**src/rtl/ajuste_valor_hora_if.sv**
```systemverilog
// RTC write channel between the time-adjust value editor and the RTC bus controller.
interface ajuste_valor_hora_if;
  logic       wr_req;
  logic [7:0] wr_dir;
  logic [7:0] wr_dato;
  logic       wr_ack;

  modport master (output wr_req, output wr_dir, output wr_dato, input wr_ack);
  modport slave  (input wr_req, input wr_dir, input wr_dato, output wr_ack);
endinterface

```
**src/rtl/ajuste_valor_hora.sv**
```systemverilog
// BCD hour/minute/second editor: applies up/down presses to the selected field
// and issues one RTC write per edit, with a bounded wait for the acknowledge.
module ajuste_valor_hora #(
  parameter logic [7:0] DIR_SEG  = 8'h21,
  parameter logic [7:0] DIR_MIN  = 8'h22,
  parameter logic [7:0] DIR_HORA = 8'h23,
  parameter int         TIMEOUT  = 1000
) (
  input  logic                       clk,
  input  logic                       rst,
  input  logic                       en_ajuste,
  input  logic                       a_hora,
  input  logic                       a_min,
  input  logic                       a_seg,
  input  logic                       boton_arriba,
  input  logic                       boton_abajo,
  input  logic                       carga,
  input  logic [7:0]                 hora_in,
  input  logic [7:0]                 min_in,
  input  logic [7:0]                 seg_in,
  ajuste_valor_hora_if.master        bus,
  output logic [7:0]                 hora_bcd,
  output logic [7:0]                 min_bcd,
  output logic [7:0]                 seg_bcd,
  output logic                       ocupado,
  output logic                       error_wr
);

  localparam int CW = (TIMEOUT > 2) ? $clog2(TIMEOUT) : 1;
  localparam logic [CW-1:0] CNT_MAX = CW'(TIMEOUT - 1);

  typedef enum logic [1:0] {REPOSO, EDITA, PIDE} estado_t;
  typedef enum logic [1:0] {CAMPO_NINGUNO, CAMPO_HORA, CAMPO_MIN, CAMPO_SEG} campo_t;

  estado_t       estado_reg;
  logic [7:0]    hora_reg, min_reg, seg_reg;
  logic          wr_req_reg, ocupado_reg, error_wr_reg;
  logic [7:0]    wr_dir_reg, wr_dato_reg;
  logic [CW-1:0] cnt_reg;

  campo_t        campo;
  logic [7:0]    campo_val, campo_max, campo_dir, campo_next;
  logic          edicion;

  // Out-of-range or non-BCD contents snap to 00 on any step.
  function automatic logic [7:0] bcd_paso(input logic [7:0] v, input logic [7:0] vmax,
                                          input logic arriba);
    logic [7:0] r;
    logic [3:0] u, t;
    u = v[3:0];
    t = v[7:4];
    if (u > 4'd9 || t > 4'd9 || v > vmax)
      r = 8'h00;
    else if (arriba)
      r = (v == vmax) ? 8'h00 : (u == 4'd9) ? {t + 4'd1, 4'd0} : {t, u + 4'd1};
    else
      r = (v == 8'h00) ? vmax : (u == 4'd0) ? {t - 4'd1, 4'd9} : {t, u - 4'd1};
    return r;
  endfunction

  always_comb begin
    campo     = CAMPO_NINGUNO;
    campo_val = 8'h00;
    campo_max = 8'h59;
    campo_dir = 8'h00;
    if (a_hora) begin
      campo     = CAMPO_HORA;
      campo_val = hora_reg;
      campo_max = 8'h23;
      campo_dir = DIR_HORA;
    end else if (a_min) begin
      campo     = CAMPO_MIN;
      campo_val = min_reg;
      campo_dir = DIR_MIN;
    end else if (a_seg) begin
      campo     = CAMPO_SEG;
      campo_val = seg_reg;
      campo_dir = DIR_SEG;
    end
    campo_next = bcd_paso(campo_val, campo_max, boton_arriba);
    edicion    = (campo != CAMPO_NINGUNO) && (boton_arriba ^ boton_abajo);
  end

  always_ff @(posedge clk) begin
    if (!rst) begin
      estado_reg   <= REPOSO;
      hora_reg     <= 8'h00;
      min_reg      <= 8'h00;
      seg_reg      <= 8'h00;
      wr_req_reg   <= 1'b0;
      wr_dir_reg   <= 8'h00;
      wr_dato_reg  <= 8'h00;
      ocupado_reg  <= 1'b0;
      error_wr_reg <= 1'b0;
      cnt_reg      <= '0;
    end else begin
      case (estado_reg)
        REPOSO: begin
          wr_req_reg  <= 1'b0;
          ocupado_reg <= 1'b0;
          if (carga) begin
            hora_reg <= hora_in;
            min_reg  <= min_in;
            seg_reg  <= seg_in;
          end
          if (en_ajuste)
            estado_reg <= EDITA;
        end
        EDITA: begin
          if (!en_ajuste) begin
            estado_reg <= REPOSO;
          end else if (edicion) begin
            case (campo)
              CAMPO_HORA: hora_reg <= campo_next;
              CAMPO_MIN:  min_reg  <= campo_next;
              CAMPO_SEG:  seg_reg  <= campo_next;
              default: ;
            endcase
            wr_dir_reg  <= campo_dir;
            wr_dato_reg <= campo_next;
            wr_req_reg  <= 1'b1;
            ocupado_reg <= 1'b1;
            cnt_reg     <= '0;
            estado_reg  <= PIDE;
          end
        end
        PIDE: begin
          // Losing en_ajuste here only changes where we land once the write ends.
          if (bus.wr_ack || cnt_reg == CNT_MAX) begin
            wr_req_reg   <= 1'b0;
            ocupado_reg  <= 1'b0;
            error_wr_reg <= !bus.wr_ack;
            estado_reg   <= en_ajuste ? EDITA : REPOSO;
          end else begin
            cnt_reg <= cnt_reg + 1'b1;
          end
        end
        default: estado_reg <= REPOSO;
      endcase
    end
  end

  assign hora_bcd    = hora_reg;
  assign min_bcd     = min_reg;
  assign seg_bcd     = seg_reg;
  assign ocupado     = ocupado_reg;
  assign error_wr    = error_wr_reg;
  assign bus.wr_req  = wr_req_reg;
  assign bus.wr_dir  = wr_dir_reg;
  assign bus.wr_dato = wr_dato_reg;

endmodule

```
**src/flat_wrapper.sv**
```systemverilog
// flat-port wrapper written by rule: the top's interface ports become plain ports
module ajuste_valor_hora_flat 
#(
  parameter logic [7:0] DIR_SEG  = 8'h21,
  parameter logic [7:0] DIR_MIN  = 8'h22,
  parameter logic [7:0] DIR_HORA = 8'h23,
  parameter int         TIMEOUT  = 1000
)
  (clk, rst, en_ajuste, a_hora, a_min, a_seg, boton_arriba, boton_abajo, carga, hora_in, min_in, seg_in, hora_bcd, min_bcd, seg_bcd, ocupado, error_wr, bus_wr_req, bus_wr_dir, bus_wr_dato, bus_wr_ack);
  ajuste_valor_hora_if bus_i ();
  input  logic clk;
  input  logic rst;
  input  logic en_ajuste;
  input  logic a_hora;
  input  logic a_min;
  input  logic a_seg;
  input  logic boton_arriba;
  input  logic boton_abajo;
  input  logic carga;
  input  logic [7:0] hora_in;
  input  logic [7:0] min_in;
  input  logic [7:0] seg_in;
  output logic [7:0] hora_bcd;
  output logic [7:0] min_bcd;
  output logic [7:0] seg_bcd;
  output logic ocupado;
  output logic error_wr;
  output wire logic [$bits(bus_i.wr_req)-1:0] bus_wr_req;
  output wire logic [$bits(bus_i.wr_dir)-1:0] bus_wr_dir;
  output wire logic [$bits(bus_i.wr_dato)-1:0] bus_wr_dato;
  input wire logic [$bits(bus_i.wr_ack)-1:0] bus_wr_ack;
  assign bus_wr_req = bus_i.wr_req;
  assign bus_wr_dir = bus_i.wr_dir;
  assign bus_wr_dato = bus_i.wr_dato;
  assign bus_i.wr_ack = bus_wr_ack;
  ajuste_valor_hora #(.DIR_SEG(DIR_SEG), .DIR_MIN(DIR_MIN), .DIR_HORA(DIR_HORA), .TIMEOUT(TIMEOUT)) u_core (.clk(clk), .rst(rst), .en_ajuste(en_ajuste), .a_hora(a_hora), .a_min(a_min), .a_seg(a_seg), .boton_arriba(boton_arriba), .boton_abajo(boton_abajo), .carga(carga), .hora_in(hora_in), .min_in(min_in), .seg_in(seg_in), .bus(bus_i), .hora_bcd(hora_bcd), .min_bcd(min_bcd), .seg_bcd(seg_bcd), .ocupado(ocupado), .error_wr(error_wr));
endmodule
```
**config.mk**
```make
export PLATFORM = sky130hd
export DESIGN_NAME = ajuste_valor_hora_flat
export DESIGN_NICKNAME = d
export VERILOG_FILES = /design/src/rtl/ajuste_valor_hora_if.sv /design/src/rtl/ajuste_valor_hora.sv /design/src/flat_wrapper.sv
export SDC_FILE = /design/constraint.sdc
export NUM_CORES = 1
export LEC_CHECK = 0
export ABC_CLOCK_PERIOD_IN_PS = 4600
export BUFFER_PORTS_ARGS = -buffer_cell sky130_fd_sc_hd__buf_2
export CORE_MARGIN = 2
export CORE_UTILIZATION = 45
export CTS_CLUSTER_SIZE = 14
export DETAILED_ROUTE_END_ITERATION = 8
export PLACE_DENSITY_LB_ADDON = 0.25
export SLEW_MARGIN = 30
export SYNTH_ARGS = -nofsm -noshare
export SYNTH_HDL_FRONTEND = slang
export SYNTH_SLANG_ARGS = --single-unit
export TNS_END_PERCENT = 20
```
**constraint.sdc**
```tcl
create_clock -name clk -period 4.6 [get_ports clk]
set_clock_uncertainty 0.1 [all_clocks]
set_input_delay 0.92 -clock clk [delete_from_list [all_inputs] [get_ports clk]]
set_output_delay 0.92 -clock clk [all_outputs]
set_load 0.05 [all_outputs]
```
==> qor.txt, run 1 <==
GP Congestion = 0.900
Boundary Pins = 77
Top delay family on crit path = compound AO/OA/AOI/OAI gates
Root Driver = clkbuf_8
chip width = 84.2 um
cells along the critical path = buf_2 > inv_1 > o22a_1 > inv_1 > ha_1 > nor2_1 > o21ai_0 > nand2_1 > a211oi_2 > nand2_1 > a31oi_1
Initial DRT Pass Iterations = 5
mux cell area share after synthesis = 1.08%
share of post-route cells with drive strength above 1 = 22.7%
maximum level of the CTS H-tree = 2
Vias = 2940
Starting Density = 46.1%
Mean Syn Cell Area = 7.82 sq um
Clock Sinks = 49
max-cap viol count = 0
Post-route DRC = 0
Final Max Tran Viols = 0
DRT antenna net count = 0
via count of the first global-routing pass = 2623
number of synthesized register bits = 49
critical path fanouts, max = 27
Worst-Skew Late Latency = 310 ps
largest net degree at the start of global routing = 43
leading cell type in the layout, fill and taps excluded = buf_2
Seq/Total Area, Yosys = 33.9%
worst relative slew slack = 47.6%
synthesized area = 2890 sq um
Max IR drop VDD = 162 uV
GRT Util Overall = 21.1%
CP endpoint kind = register
Die H = 84.2 um
hold crit path type = register to register
Data required, critical path = 4740 ps
fin crit period = 3560 ps
GRT overflow = 0
xor/xnor cell area share of the yosys netlist = 3.94%
PortBufs = 71
FP Rows = 29
startpoint types = input port
Post-CTS Setup Bufs = 0
leading cell types in the layout, fill and taps excluded = buf_2, nand2_1, dfxtp_1, o21ai_0, a31oi_1
WS Path Type = input port to register
Max stage delay cell, worst path = a211oi_2
CTS Hold Bufs = 0
status = finished, final reports clean
data arrival time of the worst path = 3700 ps
endpoints failing hold = 0
initial antenna violation count = 0
Compound-Gate Fraction of Synth Area = 28.4%
max reg flops = 10
Tightest Pin Transition = 779 ps
clk slew on worst S/H paths = 90 ps
count of unique library cells instantiated by Yosys = 57
leakage = 0.00141 uW
post-synthesis adder-cell area fraction = 2.16%
Total Die Area = 7090 sq um
YS warnings = 0
Clock Path Buffers = 2
cts bufs inserted = 5
Final period util = 77.4%
max incr delay on CP = 470 ps
vias per cell = 5.82
final setup violation count = 0
first-pass GRT wire length = 12500 um
ys async rst share = 0%
DP Wirelength = 5500 um
Final Power = 1040 uW
Buf/Inv on CP = 3
largest family of logic cells by synthesized area = compound AO/OA/AOI/OAI gates
P&R area growth vs syn = 15.3%
core area = 6280 sq um
setup_tns = 0 ps
final WL = 7540 um
RSZ-0062 raised after global routing = false
PD cells = 313 nW/um^2
Final nets = 466
post_cts resized = 0
Post-synth top flop = dfxtp_1
Post-synth EDFFs = 0
Synth Area in Simple Gates = 24.3%
fmax = 0.281 GHz
Wirelength per Cell = 14.9 um
Gate Count Post-Synth = 370
DR iter-0 viols = 293
Fillers = 608
CTS tree = done
# diodes = 0
-- layout make-up --
cell class | instances | area (sq um) | share of cell area (%)
timing repair buffer | 74 | 378 | 11.3
clock inverter | 3 | 21.3 | 0.638
clock buffer | 5 | 68.8 | 2.06
multi-input combinational | 287 | 1750 | 52.6
sequential | 49 | 981 | 29.4
inverter | 10 | 37.5 | 1.13
tap | 77 | 96.3 | 2.89
-- kinds of logic (layout without fill, tap and decap cells) --
kind of cell / Yosys count / in the layout
flip-flops: 49 / 49
buffers and inverters: 38 / 92
multiplexers: 3 / 3
AO/OA/AOI/OAI: 124 / 124
other: 1 / 5
XOR/XNOR: 13 / 13
AND/OR/NAND/NOR: 137 / 137
adder cells (fa/ha/maj): 5 / 5
-- worst reg2reg max path: stages, from the launching register on --
cell and delay [ps]:
dfxtp_1 340, and3b_1 200, o22a_1 310, inv_1 130, ha_1 230, nor2_1 70, o21ai_0 270, nand2_1 210
a211oi_2 470, nand2_1 230, a31oi_1 200
-- Yosys cell counts (all sizes together) (5+ instances only) --
cell type  count  area, sq um
a21oi         17         88.8
a22oi         17          128
a31oi         25          156
buf           11         75.1
clkbuf        17         63.8
dfxtp         49          981
ha             5         62.6
inv           10         37.5
nand2         53          199
nand3          5         25.0
nand3b         7         52.6
nand4          7         43.8
nor2          20         75.1
nor2b         13         81.3
nor3           7         35.0
o21ai         33          165
xnor2          6         52.6
xor2           7         61.3
-- path summary, 6_finish.rpt --
check,startpoint,endpoint,slack [ps],cells after the start
worst max-delay path,a_hora,u_core.hora_bcd[2]$_SDFFE_PN0P_,1040,11
worst min-delay path,u_core.bus.wr_dir[5]$_SDFFE_PN0P_,u_core.bus.wr_dir[5]$_SDFFE_PN0P_,370,1
worst max register to register,u_core.seg_bcd[4]$_SDFFE_PN0P_,u_core.hora_bcd[2]$_SDFFE_PN0P_,1780,10
worst min register to register,u_core.bus.wr_dir[5]$_SDFFE_PN0P_,u_core.bus.wr_dir[5]$_SDFFE_PN0P_,370,1
-- where the power goes --
group          switching (uW)  total, uW  leakage (uW)  internal [uW]
logic                     216        310      0.000965           93.8
registers                20.7        467      0.000401            447
clock network             157        266     0.0000445            108
-- layer usage --
metal / vias to the layer above / global-route usage (%) / wire length [um] / share of wire, %
met5: - / 0 / 0 / 0
met4: 0 / 5.57 / 87 / 1.2
met3: 10 / 3.93 / 555 / 7.4
met2: 118 / 31.7 / 3310 / 44
met1: 1348 / 31.1 / 3580 / 48
li1: 1464 / - / - / -
-- through the flow --
| stage | hold WS [ps] | worst slack [ps] | std cells | cell area, sq um | util (%) |
|---|---|---|---|---|---|
| 2_1_floorplan | 367 | 1040 | 374 | 2910 | - |
| 3_3_place_gp | 344 | 928 | 497 | 3240 | 51.7 |
| 3_5_place_dp | 357 | 829 | 497 | 3240 | 51.7 |
| 4_1_cts | 379 | 1140 | 505 | 3330 | 53.1 |
| 5_1_grt | 414 | 849 | 505 | 3340 | 53.1 |
| 6_report | 372 | 1040 | 505 | 3340 | 53.1 |
Note: power is estimated with default switching activity, not from simulation.
==> run 2, diff against run 1 <==
--- a/config.mk
+++ b/config.mk
@@ -5,7 +5,7 @@
 export SDC_FILE = /design/constraint.sdc
 export NUM_CORES = 1
 export LEC_CHECK = 0
-export ABC_CLOCK_PERIOD_IN_PS = 4600
+export ABC_CLOCK_PERIOD_IN_PS = 3500
 export BUFFER_PORTS_ARGS = -buffer_cell sky130_fd_sc_hd__buf_2
 export CORE_MARGIN = 2
 export CORE_UTILIZATION = 45
==> constraint.sdc (replaced) <==
create_clock -name clk -period 3.5 [get_ports clk]
set_clock_uncertainty 0.1 [all_clocks]
set_input_delay 0.7 -clock clk [delete_from_list [all_inputs] [get_ports clk]]
set_output_delay 0.7 -clock clk [all_outputs]
set_load 0.05 [all_outputs]
==> run 2 against run 1 <==
  * Worst setup slack got worse by 520 ps
  * Die area did not move
  * Final cell count rose by 2.2%
  * Count of clock-buffer cells in the layout rose by 1
  * Core utilization rose by 1.4 points
  * Critical path type unchanged
  * Critical endpoint is now u_core.hora_bcd[1]$_SDFFE_PN0P_
==> qor.txt, run 2 (synthesis gave the netlist of run 1 again) <==
cells along the critical path = buf_2 > a21oi_1 > a22oi_1 > or4b_4 > or4_4 > a221oi_1 > nand2_1 > a31oi_1 (was buf_2 > inv_1 > o22a_1 > inv_1 > ha_1 > nor2_1 > o21ai_0 > nand2_1 > a211oi_2 > nand2_1 > a31oi_1)
Data required, critical path = 3640 ps (was 4740 ps)
clk slew on worst S/H paths = 90 ps (about the same)
max-cap viol count = 0 (unchanged)
Final period util = 85.2%
Boundary Pins = 77 (unchanged)
Initial DRT Pass Iterations = 4 (was 5)
Max IR drop VDD = 224 uV (was 162 uV)
final setup violation count = 0 (unchanged)
CTS tree = done (unchanged)
max reg flops = 10 (unchanged)
FP Rows = 29 (unchanged)
GRT Util Overall = 21.3% (was 21.1%)
Die H = 84.2 um (unchanged)
smallest hold slack = 372 ps (about the same)
Buf/Inv on CP = 1 (was 3)
vias per cell = 5.75 (was 5.82)
first-pass GRT wire length = 12600 um (was 12500 um)
Clock Path Buffers = 2 (unchanged)
# diodes = 0 (unchanged)
chip width = 84.2 um (unchanged)
hold path depth = 1 (unchanged)
Final nets = 477 (was 466)
fin crit period = 2980 ps
Starting Density = 46.1% (unchanged)
max incr delay on CP = 560 ps (was 470 ps)
Worst-Skew Late Latency = 310 ps (about the same)
Post-CTS Setup Bufs = 0 (unchanged)
Vias = 2967 (was 2940)
Max stage delay cell, worst path = or4_4 (was a211oi_2)
hold crit path type = register to register (unchanged)
DR iter-0 viols = 217 (was 293)
Total Die Area = 7090 sq um (unchanged)
CP endpoint kind = register (unchanged)
Final Power = 1400 uW (was 1040 uW)
largest net degree at the start of global routing = 43 (unchanged)
worst relative slew slack = 53.2% (was 47.6%)
DRT antenna net count = 0 (unchanged)
startpoint types = input port (unchanged)
leading cell type in the layout, fill and taps excluded = buf_2 (unchanged)
Root Driver = clkbuf_8 (unchanged)
Wirelength per Cell = 14.8 um (was 14.9 um)
data arrival time of the worst path = 3120 ps (was 3700 ps)
Placed Area = 3330 sq um (was 3240 sq um)
fmax = 0.335 GHz
PortBufs = 71 (unchanged)
via count of the first global-routing pass = 2580 (was 2623)
leading cell types in the layout, fill and taps excluded = buf_2, nand2_1, dfxtp_1, o21ai_0, a31oi_1 (unchanged)
Final Max Tran Viols = 0 (unchanged)
critical path fanouts, max = 22 (was 27)
endpoints failing hold = 0 (unchanged)
DP Wirelength = 5570 um (was 5500 um)
initial antenna violation count = 0 (unchanged)
non-filler cells, final = 516 (was 505)
cts bufs inserted = 5 (unchanged)
Post-route DRC = 0 (unchanged)
share of post-route cells with drive strength above 1 = 24.4% (was 22.7%)
Post-Place Cells = 508 (was 497)
core area = 6280 sq um (unchanged)
leakage = 0.00147 uW (was 0.00141 uW)
status = finished, final reports clean (unchanged)
maximum level of the CTS H-tree = 2 (unchanged)
Top delay family on crit path = simple AND/OR/NAND/NOR gates (was compound AO/OA/AOI/OAI gates)
Clock Sinks = 49 (unchanged)
fin area = 3420 sq um (was 3340 sq um)
CTS Hold Bufs = 0 (unchanged)
GRT overflow = 0 (unchanged)
PD cells = 409 nW/um^2 (was 313 nW/um^2)
Tightest Pin Transition = 699 ps (was 779 ps)
GP Congestion = 0.880 (was 0.900)
post_cts resized = 0 (unchanged)
P&R area growth vs syn = 18.3% (was 15.3%)
final WL = 7610 um (was 7540 um)
RSZ-0062 raised after global routing = false (unchanged)
Worst path depth = 8 (was 11)
WS Path Type = input port to register (unchanged)
setup_tns = 0 ps (unchanged)
worst reg2reg path depth = 7 (was 10)
-- run 2: cell count changes in the layout (fill, tap and decap cells not counted) --
cell / before / now
clkbuf_8: 5 / 6
nand2b_2: 1 / 0
nand2b_1: 3 / 4
inv_6: 1 / 0
clkinv_4: 0 / 1
buf_4: 3 / 14
clkinvlp_4: 1 / 0
-- run 2: metal layers --
metal	part of all wire [%]	vias to the layer above	global-route usage [%]
li1	-	1486	-
met1	49	1362	32.3
met2	42	111	31.3
met3	7.4	8	3.54
met4	0.89	0	5.72
met5	0	-	0
-- run 2: final cells by class --
type                    instances  area, sq um
flip-flops and latches         49          981
multi-input cells             287         1750
well taps                      77         96.3
inverters                      10         37.5
fillers                       622         2860
clock buffers                   6         82.6
repair buffers                 85          460
clock inverters                 2         13.8
-- run 2: path summary, 6_finish.rpt --
check / start / end / slack, ps
setup / recovery: a_min / u_core.hora_bcd[1]$_SDFFE_PN0P_ / 520
hold / removal: u_core.bus.wr_dir[5]$_SDFFE_PN0P_ / u_core.bus.wr_dir[5]$_SDFFE_PN0P_ / 370
setup reg to reg: u_core.min_bcd[5]$_SDFFE_PN0P_ / u_core.hora_bcd[1]$_SDFFE_PN0P_ / 830
hold reg to reg: u_core.bus.wr_dir[5]$_SDFFE_PN0P_ / u_core.bus.wr_dir[5]$_SDFFE_PN0P_ / 370
-- run 2: metrics by stage --
| step | util (%) | setup slack, ps |
|---|---|---|
| floorplan | - | 165 |
| global placement | 53.0 | 292 |
| detailed placement | 53.0 | 216 |
| CTS | 54.5 | 530 |
| global route | 54.5 | 310 |
| finish | 54.5 | 519 |
-- run 2: power breakdown --
| group | switching [uW] | internal, uW | total [uW] |
|---|---|---|---|
| Combinational | 284 | 135 | 419 |
| Sequential | 28.1 | 587 | 615 |
| Clock | 204 | 161 | 365 |
==> run 3, diff against run 2 <==
--- a/config.mk
+++ b/config.mk
@@ -5,7 +5,7 @@
 export SDC_FILE = /design/constraint.sdc
 export NUM_CORES = 1
 export LEC_CHECK = 0
-export ABC_CLOCK_PERIOD_IN_PS = 3500
+export ABC_CLOCK_PERIOD_IN_PS = 2550
 export BUFFER_PORTS_ARGS = -buffer_cell sky130_fd_sc_hd__buf_2
 export CORE_MARGIN = 2
 export CORE_UTILIZATION = 45
==> constraint.sdc (replaced) <==
create_clock -name clk -period 2.55 [get_ports clk]
set_clock_uncertainty 0.1 [all_clocks]
set_input_delay 0.51 -clock clk [delete_from_list [all_inputs] [get_ports clk]]
set_output_delay 0.51 -clock clk [all_outputs]
set_load 0.05 [all_outputs]
==> run 3 against run 2 <==
  * The flow now finishes with violations (setup timing)
  * Global-route usage grew 2.7 points
  * Sequential power grew 37%
  * Power grew 50%
  * Register-to-register slack lost 860 ps
  * Largest cell class unchanged
  * Final cell count grew 12%
  * Sequential share of layout area shrank 4.6 points
==> qor.txt, run 3 (synthesis gave the netlist of run 1 again) <==
final WL = 8840 um (was 7610 um)
non-filler cells, final = 579 (was 516)
GRT overflow = 0 (unchanged)
Post-Place Cells = 562 (was 508)
max incr delay on CP = 520 ps (was 560 ps)
max reg flops = 10 (unchanged)
DR iter-0 viols = 182 (was 217)
leading cell types in the layout, fill and taps excluded = buf_4, buf_2, nand2_1, dfxtp_1, o21ai_0 (was buf_2, nand2_1, dfxtp_1, o21ai_0, a31oi_1)
Final Max Tran Viols = 0 (unchanged)
max-cap viol count = 0 (unchanged)
# diodes = 0 (unchanged)
Starting Density = 46.1% (unchanged)
final core utilization = 65.4% (was 54.5%)
Final nets = 540 (was 477)
CTS tree = done (unchanged)
Max IR drop VDD = 341 uV (was 224 uV)
Worst-Skew Late Latency = 300 ps (was 310 ps)
CP endpoint kind = register (unchanged)
final worst slack = -29.3 ps (was 519 ps)
first-pass GRT wire length = 14100 um (was 12600 um)
DP Wirelength = 6440 um (was 5570 um)
final setup violation count = 6 (was 0)
hold crit path type = input port to register (was register to register)
Total Die Area = 7090 sq um (unchanged)
clk slew on worst S/H paths = 90 ps (about the same)
FP Rows = 29 (unchanged)
CTS Hold Bufs = 0 (unchanged)
PD cells = 511 nW/um^2 (was 409 nW/um^2)
Clock Sinks = 49 (unchanged)
share of post-route cells with drive strength above 1 = 40.4% (was 24.4%)
Clock Path Buffers = 2 (unchanged)
Post-route DRC = 0 (unchanged)
core area = 6280 sq um (unchanged)
status = complete, but fails checks (was finished, final reports clean)
P&R area growth vs syn = 42.0% (was 18.3%)
critical path fanouts, max = 7 (was 22)
failing checks = setup timing
cells along the critical path = nor3b_4 > a21oi_2 > or4b_4 > or4_4 > a211oi_4 > buf_6 > nand2_2 > a31oi_1 (was buf_2 > a21oi_1 > a22oi_1 > or4b_4 > or4_4 > a221oi_1 > nand2_1 > a31oi_1)
Initial DRT Pass Iterations = 5 (was 4)
largest net degree at the start of global routing = 26 (was 43)
PortBufs = 71 (unchanged)
Max stage delay cell, worst path = or4b_4 (was or4_4)
startpoint types = register (was input port)
Top delay family on crit path = simple AND/OR/NAND/NOR gates (unchanged)
setup_tns = -69.1 ps (was 0 ps)
GRT Util Overall = 24.1% (was 21.3%)
vias per cell = 5.61 (was 5.75)
cts bufs inserted = 5 (unchanged)
GP Congestion = 0.925 (was 0.880)
fin crit period = 2580 ps
Die H = 84.2 um (unchanged)
maximum level of the CTS H-tree = 2 (unchanged)
Final period util = 101%
Root Driver = clkbuf_8 (unchanged)
leakage = 0.00181 uW (was 0.00147 uW)
initial antenna violation count = 0 (unchanged)
endpoints failing hold = 0 (unchanged)
Buf/Inv on CP = 1 (unchanged)
Data required, critical path = 2670 ps (was 3640 ps)
chip width = 84.2 um (unchanged)
fmax = 0.388 GHz
data arrival time of the worst path = 2700 ps (was 3120 ps)
Vias = 3251 (was 2967)
Boundary Pins = 77 (unchanged)
RSZ-0062 raised after global routing = true (was false)
DRT antenna net count = 0 (unchanged)
leading cell type in the layout, fill and taps excluded = buf_4 (was buf_2)
via count of the first global-routing pass = 2988 (was 2580)
WS Path Type = register to register (was input port to register)
Final Power = 2100 uW (was 1400 uW)
Wirelength per Cell = 15.3 um (was 14.8 um)
-- run 3: where the power goes --
part | switching, uW | internal [uW]
logic | 467 | 311
clock network | 281 | 196
registers | 38.0 | 807
-- run 3: worst min-delay path, stage by stage --
cell     delay [ps]
buf_2            90
nand2_1          40
a31oi_1          70
-- run 3: area by class of cell --
| type | instances | area [sq um] |
|---|---|---|
| Clock buffer | 6 | 72.6 |
| Timing Repair Buffer | 148 | 973 |
| Tap cell | 77 | 96.3 |
| Clock inverter | 2 | 13.8 |
| Sequential cell | 49 | 988 |
| Multi-Input combinational cell | 287 | 1920 |
| Inverter | 10 | 37.5 |
| Fill cell | 545 | 2170 |
-- run 3: timing repair --
item                       4_1_cts  5_1_grt
pin swaps                        3        9
buffers inserted                 4        5
resized for setup                6       22
cloned                           0        0
setup endpoints to repair       13       32
-- run 3: through the flow --
stage	cell area, sq um	hold WS (ps)	worst slack, ps
floorplan	3060	367	-85.1
global placement	3850	346	-297
detailed placement	3850	348	-373
CTS	3990	347	-4.26
global route	4110	362	-122
finish	4110	351	-29.3
-- run 3: metal layers --
layer  part of all wire, %  GRT usage, %  vias up
met4                   1.9          7.92        0
met2                    47          39.5      137
met5                     0             0        -
met1                    44          32.1     1494
li1                      -             -     1606
met3                   6.9          4.33       14
-- run 3: worst paths after layout --
| path | from | end | slack (ps) | cells after the start |
|---|---|---|---|---|
| setup / recovery | u_core.hora_bcd[7]$_SDFFE_PN0P_ | u_core.hora_bcd[7]$_SDFFE_PN0P_ | -30 | 8 |
| setup reg to reg | u_core.hora_bcd[7]$_SDFFE_PN0P_ | u_core.hora_bcd[7]$_SDFFE_PN0P_ | -30 | 8 |
| hold / removal | min_in[4] | u_core.min_bcd[4]$_SDFFE_PN0P_ | 350 | 3 |
| hold reg to reg | u_core.bus.wr_dir[5]$_SDFFE_PN0P_ | u_core.bus.wr_dir[5]$_SDFFE_PN0P_ | 370 | 1 |
